**config.mk**
```make
export PLATFORM = sky130hd
export DESIGN_NAME = tlights_junction_ctrl
export DESIGN_NICKNAME = d
export VERILOG_FILES = /design/src/rtl/tlights_pkg.sv /design/src/rtl/tlights_phase_timer.sv /design/src/rtl/tlights_junction_ctrl.sv
export SDC_FILE = /design/constraint.sdc
export NUM_CORES = 1
export LEC_CHECK = 0
export CORE_MARGIN = 4
export CORE_UTILIZATION = 48
export DETAILED_ROUTE_END_ITERATION = 7
export PLACE_DENSITY = 0.82
export SLEW_MARGIN = 20
export SYNTH_ARGS = -nofsm -noshare
export SYNTH_HDL_FRONTEND = slang
export SYNTH_SLANG_ARGS = --single-unit
```
**constraint.sdc**
```tcl
create_clock -name clk -period 1.7 [get_ports clk]
set_clock_uncertainty 0.05 [all_clocks]
set_input_delay 0.17 -clock clk [delete_from_list [all_inputs] [get_ports clk]]
set_output_delay 0.17 -clock clk [all_outputs]
set_load 0.005 [all_outputs]
```
**src/rtl/tlights_pkg.sv**
```systemverilog
// Shared types for the two-way junction controller.
// PED_CROSSING_EN adds the pedestrian walk/clear states.
package tlights_pkg;

    typedef logic [2:0] rag_t;

    localparam rag_t RAG_RED    = 3'b100;
    localparam rag_t RAG_REDAMB = 3'b110;
    localparam rag_t RAG_GREEN  = 3'b001;
    localparam rag_t RAG_AMBER  = 3'b010;

    typedef enum logic [3:0] {
        ALLRED_B,
        NS_REDAMB,
        NS_GREEN,
        NS_AMBER,
        ALLRED_A,
        EW_REDAMB,
        EW_GREEN,
        EW_AMBER
`ifdef PED_CROSSING_EN
        ,
        PED_WALK,
        PED_CLEAR
`endif
    } jstate_t;

endpackage

```
**src/rtl/tlights_phase_timer.sv**
```systemverilog
// Down-counter timing the fixed-length junction phases.
// done_o is high while the count sits at zero.
module tlights_phase_timer #(
    parameter int TW      = 5,
    parameter int RST_VAL = 0
) (
    input  logic          clk,
    input  logic          rst_n,
    input  logic          load_i,
    input  logic [TW-1:0] val_i,
    output logic          done_o
);

    logic [TW-1:0] cnt_q;

    // Load on phase entry, otherwise count down and park at zero
    always_ff @(posedge clk) begin
        if (!rst_n) begin
            cnt_q <= TW'(RST_VAL);
        end else if (load_i) begin
            cnt_q <= val_i;
        end else if (cnt_q != '0) begin
            cnt_q <= cnt_q - 1'b1;
        end
    end

    assign done_o = (cnt_q == '0);

endmodule

```
**src/rtl/tlights_junction_ctrl.sv**
```systemverilog
// Moore sequencer granting a two-way junction to NS or EW.
// Optional pedestrian phase enabled by PED_CROSSING_EN.
module tlights_junction_ctrl
    import tlights_pkg::*;
#(
    parameter int GREEN_MIN = 8,
    parameter int GREEN_MAX = 20,
    parameter int AMBER_T   = 3,
    parameter int REDAMB_T  = 2,
    parameter int ALLRED_T  = 1,
    parameter int WALK_T    = 6,
    parameter int TW        = 5
) (
    input  logic       clk,
    input  logic       rst_n,
    input  logic       req_ns,
    input  logic       req_ew,
    input  logic       ped_req,
    output logic [2:0] rag_ns,
    output logic [2:0] rag_ew,
    output logic       walk
);

    localparam int EW_W = $clog2(GREEN_MAX + 1);
    localparam logic [EW_W-1:0] E_MIN = EW_W'(GREEN_MIN - 1);
    localparam logic [EW_W-1:0] E_MAX = EW_W'(GREEN_MAX - 1);

    jstate_t         state_q, state_d;
    logic [EW_W-1:0] e_q;
    logic            dem_ns_q, dem_ns_d;
    logic            dem_ew_q, dem_ew_d;
    logic            ped_opp;
    logic            tmr_load;
    logic [TW-1:0]   tmr_val;
    logic            tmr_done;
    logic            go_ns, go_ew;

`ifdef PED_CROSSING_EN
    logic dem_ped_q, dem_ped_d;
    logic nxt_ew_q, nxt_ew_d;
    logic walk_c;

    assign ped_opp = dem_ped_q;
    assign walk    = walk_c;
`else
    logic [TW:0] ped_unused;

    assign ped_opp    = 1'b0;
    assign walk       = 1'b0;
    assign ped_unused = {ped_req, TW'(WALK_T - 1)};
`endif

    // Green may hand over once minimum served and the other side waits
    assign go_ns = (e_q >= E_MIN) && (dem_ew_q || ped_opp)
                 && (!req_ns || (e_q >= E_MAX));
    assign go_ew = (e_q >= E_MIN) && (dem_ns_q || ped_opp)
                 && (!req_ew || (e_q >= E_MAX));

    tlights_phase_timer #(
        .TW      (TW),
        .RST_VAL (ALLRED_T - 1)
    ) u_timer (
        .clk    (clk),
        .rst_n  (rst_n),
        .load_i (tmr_load),
        .val_i  (tmr_val),
        .done_o (tmr_done)
    );

    // Next-state and lamp decode from the state register only
    always_comb begin
        state_d = state_q;
        rag_ns  = RAG_RED;
        rag_ew  = RAG_RED;
`ifdef PED_CROSSING_EN
        walk_c  = 1'b0;
`endif
        unique case (state_q)
            ALLRED_B: begin
                if (tmr_done) begin
                    state_d = NS_REDAMB;
`ifdef PED_CROSSING_EN
                    if (dem_ped_q) state_d = PED_WALK;
`endif
                end
            end
            NS_REDAMB: begin
                rag_ns = RAG_REDAMB;
                if (tmr_done) state_d = NS_GREEN;
            end
            NS_GREEN: begin
                rag_ns = RAG_GREEN;
                if (go_ns) state_d = NS_AMBER;
            end
            NS_AMBER: begin
                rag_ns = RAG_AMBER;
                if (tmr_done) state_d = ALLRED_A;
            end
            ALLRED_A: begin
                if (tmr_done) begin
                    state_d = EW_REDAMB;
`ifdef PED_CROSSING_EN
                    if (dem_ped_q) state_d = PED_WALK;
`endif
                end
            end
            EW_REDAMB: begin
                rag_ew = RAG_REDAMB;
                if (tmr_done) state_d = EW_GREEN;
            end
            EW_GREEN: begin
                rag_ew = RAG_GREEN;
                if (go_ew) state_d = EW_AMBER;
            end
            EW_AMBER: begin
                rag_ew = RAG_AMBER;
                if (tmr_done) state_d = ALLRED_B;
            end
`ifdef PED_CROSSING_EN
            PED_WALK: begin
                walk_c = 1'b1;
                if (tmr_done) state_d = PED_CLEAR;
            end
            PED_CLEAR: begin
                if (tmr_done) begin
                    state_d = nxt_ew_q ? EW_REDAMB : NS_REDAMB;
                end
            end
`endif
            default: state_d = ALLRED_B;
        endcase
    end

    // Phase duration loaded into the timer on every state change
    always_comb begin
        tmr_load = (state_d != state_q);
        tmr_val  = '0;
        unique case (state_d)
            NS_REDAMB, EW_REDAMB: tmr_val = TW'(REDAMB_T - 1);
            NS_AMBER, EW_AMBER:   tmr_val = TW'(AMBER_T - 1);
            ALLRED_A, ALLRED_B:   tmr_val = TW'(ALLRED_T - 1);
`ifdef PED_CROSSING_EN
            PED_WALK:             tmr_val = TW'(WALK_T - 1);
            PED_CLEAR:            tmr_val = TW'(ALLRED_T - 1);
`endif
            default:              tmr_val = '0;
        endcase
    end

    // Demand latches: new request beats the clear on REDAMB entry
    always_comb begin
        dem_ns_d = req_ns
                 | (dem_ns_q & ~(tmr_load && (state_d == NS_REDAMB)));
        dem_ew_d = req_ew
                 | (dem_ew_q & ~(tmr_load && (state_d == EW_REDAMB)));
    end

    // State, green elapsed counter and vehicle demand registers
    always_ff @(posedge clk) begin
        if (!rst_n) begin
            state_q  <= ALLRED_B;
            e_q      <= '0;
            dem_ns_q <= 1'b0;
            dem_ew_q <= 1'b0;
        end else begin
            state_q  <= state_d;
            dem_ns_q <= dem_ns_d;
            dem_ew_q <= dem_ew_d;
            if (tmr_load) begin
                e_q <= '0;
            end else if (e_q != E_MAX) begin
                e_q <= e_q + 1'b1;
            end
        end
    end

`ifdef PED_CROSSING_EN
    // Pedestrian demand and which REDAMB the walk phase displaced
    always_comb begin
        dem_ped_d = ped_req
                  | (dem_ped_q & ~(tmr_load && (state_d == PED_WALK)));
        nxt_ew_d  = nxt_ew_q;
        if (tmr_load && (state_d == PED_WALK)) begin
            nxt_ew_d = (state_q == ALLRED_A);
        end
    end

    // Pedestrian registers
    always_ff @(posedge clk) begin
        if (!rst_n) begin
            dem_ped_q <= 1'b0;
            nxt_ew_q  <= 1'b0;
        end else begin
            dem_ped_q <= dem_ped_d;
            nxt_ew_q  <= nxt_ew_d;
        end
    end
`endif

endmodule

```
; ---- After elaboration in Yosys (flattened, before gate mapping)
; Cells that the tools add are included.
[classes]
n_addsub = 2
n_lt_le_gt_ge = 2
n_eq_ne = 13
n_mux = 14
bitwise = 7
reduce_logical = 17
[ops]
columns = cell, n
row1 = $mux 4, 8
row2 = $pmux 4 s8, 1
row3 = $eq 4x3->1 const B, 6
row4 = $pmux 3 s3, 2
row5 = $eq 4x2->1 const B, 3
row6 = $mux 5, 2
row7 = $eq 4x1->1 const B, 2
row8 = $logic_and 1x1->1, 6
row9 = $reduce_or 2->1, 3
row10 = $add 5x1->5 const B, 1
row11 = $ge 5x3->1 const B, 1
row12 = $ge 5x5->1 const B, 1
row13 = $logic_not 5->1, 1
row14 = $ne 5x5->1 const B, 1
row15 = $reduce_bool 5->1, 1
row16 = $sub 5x1->5 const B, 1
row17 = $logic_not 4->1, 1
row18 = $ne 4x4->1, 1
row19 = $pmux 2 s2, 1
row20 = $not 1->1, 3
row21 = $and 1x1->1, 2
row22 = $logic_not 1->1, 2
row23 = $logic_or 1x1->1, 2
row24 = $or 1x1->1, 2
row25 = $reduce_bool 2->1, 1
[word_totals]
register_bits = 16
input_bits = 5
out_inout_bits = 7

; ---- Logic depth before layout (Yosys ltp)
[logic_depth]
depth_word = 10
mapped_depth = 7

; ---- Cells and area by module
; From an unflattened synthesis, not the netlist that was laid out.
[unflattened]
hier_cells = 112
area_unflattened_um2 = 954.7
[modules_own_cells]
columns = module, instances, cells_per_inst, area_per_inst_um2
row1 = tlights_junction_ctrl, 1, 78, 654.4
row2 = tlights_phase_timer, 1, 34, 300.3

; ---- Worst setup path after synthesis
; No wires, ideal clock.
[synth_timing]
path_kind = flip-flop to flip-flop
startpoint = register e_q[0]
endpoint = register state_q[0]
setup_time_ps = 115
arrival_time_ps = 1614
setup_slack_ps = -79
path_stages_with_launch = 7
cell_sequence = dfxtp_1 ha_1 a2111o_1 o2111ai_1 a211oi_2 buf_6 o21a_1
[synth_between]
elab_chain_cells = 5
[synth_rtl]
columns = element, line
row1 = start: declaration, tlights_junction_ctrl.sv:29  ; logic [EW_W-1:0] e_q;
row2 = start signal: assignment, tlights_junction_ctrl.sv:172  ; e_q <= e_q + 1'b1;
row3 = $ge 5x3->1 or $ge 5x5->1 (tied branches), -
row4 = "$logic_and 1x1->1, or another cell as far along", tlights_junction_ctrl.sv:56  ; assign go_ew = (e_q >= E_MIN) && (dem_ns_q || ped_opp)
row5 = $logic_and 1x1->1 (on tied branches), "tlights_junction_ctrl.sv:57, tlights_junction_ctrl.sv:55"
row6 = $mux 4 (on tied branches), "tlights_junction_ctrl.sv:113, tlights_junction_ctrl.sv:93"
row7 = $pmux 4 s8 (*), tlights_junction_ctrl.sv:78  ; unique case (state_q)
row8 = end signal: assignment, tlights_junction_ctrl.sv:166  ; state_q <= state_d;
row9 = end: declaration, tlights_junction_ctrl.sv:28  ; jstate_t state_q, state_d;
; Mark *: on every way between the ends. The rest lies on a longest branch, timed or not.
; A chain may end at the register's enable or synchronous reset.

; ---- Worst setup path in the final report
[layout_timing]
startpoint = register state_q[3]
endpoint = output rag_ew[2]
[layout_between]
elab_chain_cells = 2
[layout_rtl]
columns = element, line
row1 = $eq 4x3->1, tlights_junction_ctrl.sv:78
row2 = $pmux 3 s3 (*), tlights_junction_ctrl.sv:78
row3 = end: declaration, tlights_junction_ctrl.sv:20  ; output logic [2:0] rag_ew,
; Marked as above.

==> impl_metrics.csv <==
group,metric,value,unit
floorplan,die_area,0.00272,mm2
placed_design,port-buffer-count,9,
power,peakVddDrop,0.444,mV
sta,hold_viol,0,
critical_path,crit_path_end_kind,"output port",
clock_network,cts_hold_buf,0,
finish,fillers,141,
finish,num_antenna_cells,0,
sta,min_period_over_period,100,%
clock_network,h-tree-depth,1,
drt,num_vias,828,
critical_path,critPathMaxStageDelay,510,ps
synth,synth_common_cells,"16 x dfxtp_1, 8 x nor2_1, 8 x nor3_2, 6 x inv_1, 5 x xor2_1",
global_route,grt_max_degree,10,
min_path,min_path_type,"input pin to flip-flop",
sta,setup_tns,-0.728,ps
power,p_per_area,665,mW/mm2
placed_design,hpwl,1.57,mm
global_route,track_usage,19.0,%
critical_path,critical_path_class,"flip-flop to output port",
clock_network,clk_latency,290,ps
finish,syn_to_final_growth,39.1,%
critical_path,cp.required,1480,ps
finish,fin_cells,154,
finish,fin_nets,138,
flow_run,max-cap-violations,0,
clock_network,path_clk_slew,100,ps
sta,fmax,588,MHz
sta,slew_viol_final,0,
floorplan,die_h,52.1,um
placed_design,place_area,0.00116,mm2
critical_path,crit_chain,"buf_4, nand3b_1, clkdlybuf4s50_1",
synth,ys_warn_count,0,
critical_path,crit_path_max_fanout,6,
floorplan,rows,15,
drt,first_pass_iters,4,
drt,routedWlPerCell,14.5,um
clock_network,clock_path_buffers,2,
drt,remaining_drc_errors,0,
placed_design,dp_cells,146,
power,p_leak,0.539,nW
clock_network,root_buffer,"clkbuf_4",
floorplan,die_x,52.1,um
outcome,violations,"setup timing",
drt,viasPerCell,5.38,
synth,syn_area_per_cell,9.25,um2
synth,yosys.area.top_type,"dfxtp_1",
finish,drive_above_1_share,40.3,%
synth,synth-seq-area-share,34.3,%
clock_network,cts_tree,"done",
placed_design,pre_cts_ws,-174,ps
global_route,antenna_found_initial,0,
finish,fin_area,0.00130,mm2
synth,synth.area.top_cells,"dfxtp_1 34%, nor3_2 8.6%, xor2_1 4.7%",
global_route,overflow,0,
synth,synth_flop_cell,"dfxtp_1",
drt,ant_nets,0,
sta,setup_slack,-0.728,ps
synth,synth-edff-count,0,
critical_path,slowest_stage,"clkdlybuf4s50_1",
synth,synth_top_cell_area_share,34.3,%
critical_path,cp-start-kind,"flip-flop",
floorplan,io_pins,12,
synth,ys_async_sr_fraction,0,%
floorplan,core,0.00178,mm2
synth,synth.cell_area,935,um2
synth,ys_types,40,
drt,routed_wl,2.24,mm
synth,ys_ff_latch,16,
synth,yosysMostFrequentCell,"dfxtp_1",
outcome,outcome,"finished with violations",
sta,setup_viol,1,
placed_design,gp_congestion,0.767,
drt,drt_iter0_drc,7,
clock_network,clock-sinks,16,
global_route,grt_pass1_vias,880,
floorplan,start_util,52.4,%
critical_path,arrival,1480,ps
clock_network,cts_made_buffers,3,
synth,synthCells,101,
sta,rsz0062_at_grt,"true",
sta,min_period,1700,ps
global_route,grt_pass1_wl,3.80,mm
## report_power, final
part	internal, mW	total [mW]	leakage (nW)	switching (mW)
sequential	0.393	0.413	0.133	0.0197
combinational	0.102	0.195	0.386	0.0932
clock	0.130	0.256	0.0210	0.126
## layout make-up
| cell class | count | area, um2 | area share, % |
|---|---|---|---|
| flip-flops and latches | 16 | 327 | 25.1 |
| well taps | 25 | 31.3 | 2.41 |
| multi-input cells | 74 | 627 | 48.2 |
| repair buffers | 29 | 256 | 19.7 |
| clock buffers | 4 | 36.3 | 2.79 |
| inverters | 6 | 22.5 | 1.73 |
## stage by stage
stage | power (mW) | hold slack [ps] | util [%]
after floorplan | 0.534 | 237 | -
after global placement | 0.582 | 441 | 64.9
final | 0.865 | 475 | 72.9
after CTS | 0.856 | 473 | 70.6
after global routing | 0.909 | 500 | 72.9
after detailed placement | 0.590 | 468 | 64.9
## registers in the layout (all words and copies together), names as in the netlist
name and flops:
dem_ew_q 1, state_q 4, e_q 5, dem_ns_q 1, u_timer.cnt_q 5
## final timing paths
check                             start                             to  slack (ps)  depth (start not counted)
setup / recovery  state_q[3]$_SDFF_PN0_                      rag_ew[2]        -0.7                          3
hold / removal                    rst_n  u_timer.cnt_q[1]$_SDFFE_PN0P_         470                          2
setup reg to reg    e_q[1]$_SDFFE_PP0N_  u_timer.cnt_q[0]$_SDFFE_PN0P_        -0.7                          6
hold reg to reg     dem_ns_q$_SDFF_PN0_            dem_ns_q$_SDFF_PN0_         480                          2
## metal layers
metal / routed length (um) / GRT usage [%] / vias up
met1: 932 / 22.2 / 401
met5: 0 / 0 / -
met3: 99 / 4.30 / 6
li1: - / - / 404
met4: 49 / 6.11 / 0
met2: 1150 / 33.7 / 17
## repair_timing
action | CTS | global route
setup buffers | 4 | 0
gates resized for setup | 17 | 7
pin swaps | 11 | 4
setup endpoints to repair | 16 | 17
## cells by family after synthesis
logic type / count (synthesis) / share of synthesized area [%]
xor+xnor: 8 / 7.50
compound gates: 17 / 13.7
fa+ha+maj: 3 / 4.02
mux: 3 / 3.21
other cells: 1 / 0.401
buf+inv: 12 / 7.76
flops: 16 / 34.3
simple gates: 41 / 29.2
## worst max-delay path: cells and delay by family, from the launching register on
kind | cells | cell delay, ps
and+or+nand+nor | 1 | 130
DFF | 1 | 390
buffers and inverters | 2 | 670
## cells in the final DEF, fill, tap and decap left out, types with 2 or more instances in the layout
master / netlist / layout
a21o_2: 1 / 2
a21oi_1: 2 / 2
and2_1: 2 / 2
buf_4: 3 / 17
buf_6: 2 / 2
clkbuf_4: 0 / 3
clkdlybuf4s50_1: 0 / 5
conb_1: 1 / 2
dfxtp_1: 16 / 11
dfxtp_2: 0 / 5
dlygate4sd2_1: 0 / 3
ha_1: 3 / 2
inv_1: 6 / 6
mux2i_1: 3 / 3
nand2_1: 3 / 3
nand3_1: 4 / 4
nor2_1: 8 / 7
nor3_1: 2 / 2
nor3_2: 8 / 7
nor4_2: 0 / 2
o2111ai_2: 0 / 2
o21a_1: 2 / 2
o21ai_0: 2 / 2
or2b_1: 2 / 2
xnor2_1: 3 / 3
xor2_1: 5 / 5
No activity file was read; power rests on OpenSTA's default activity.
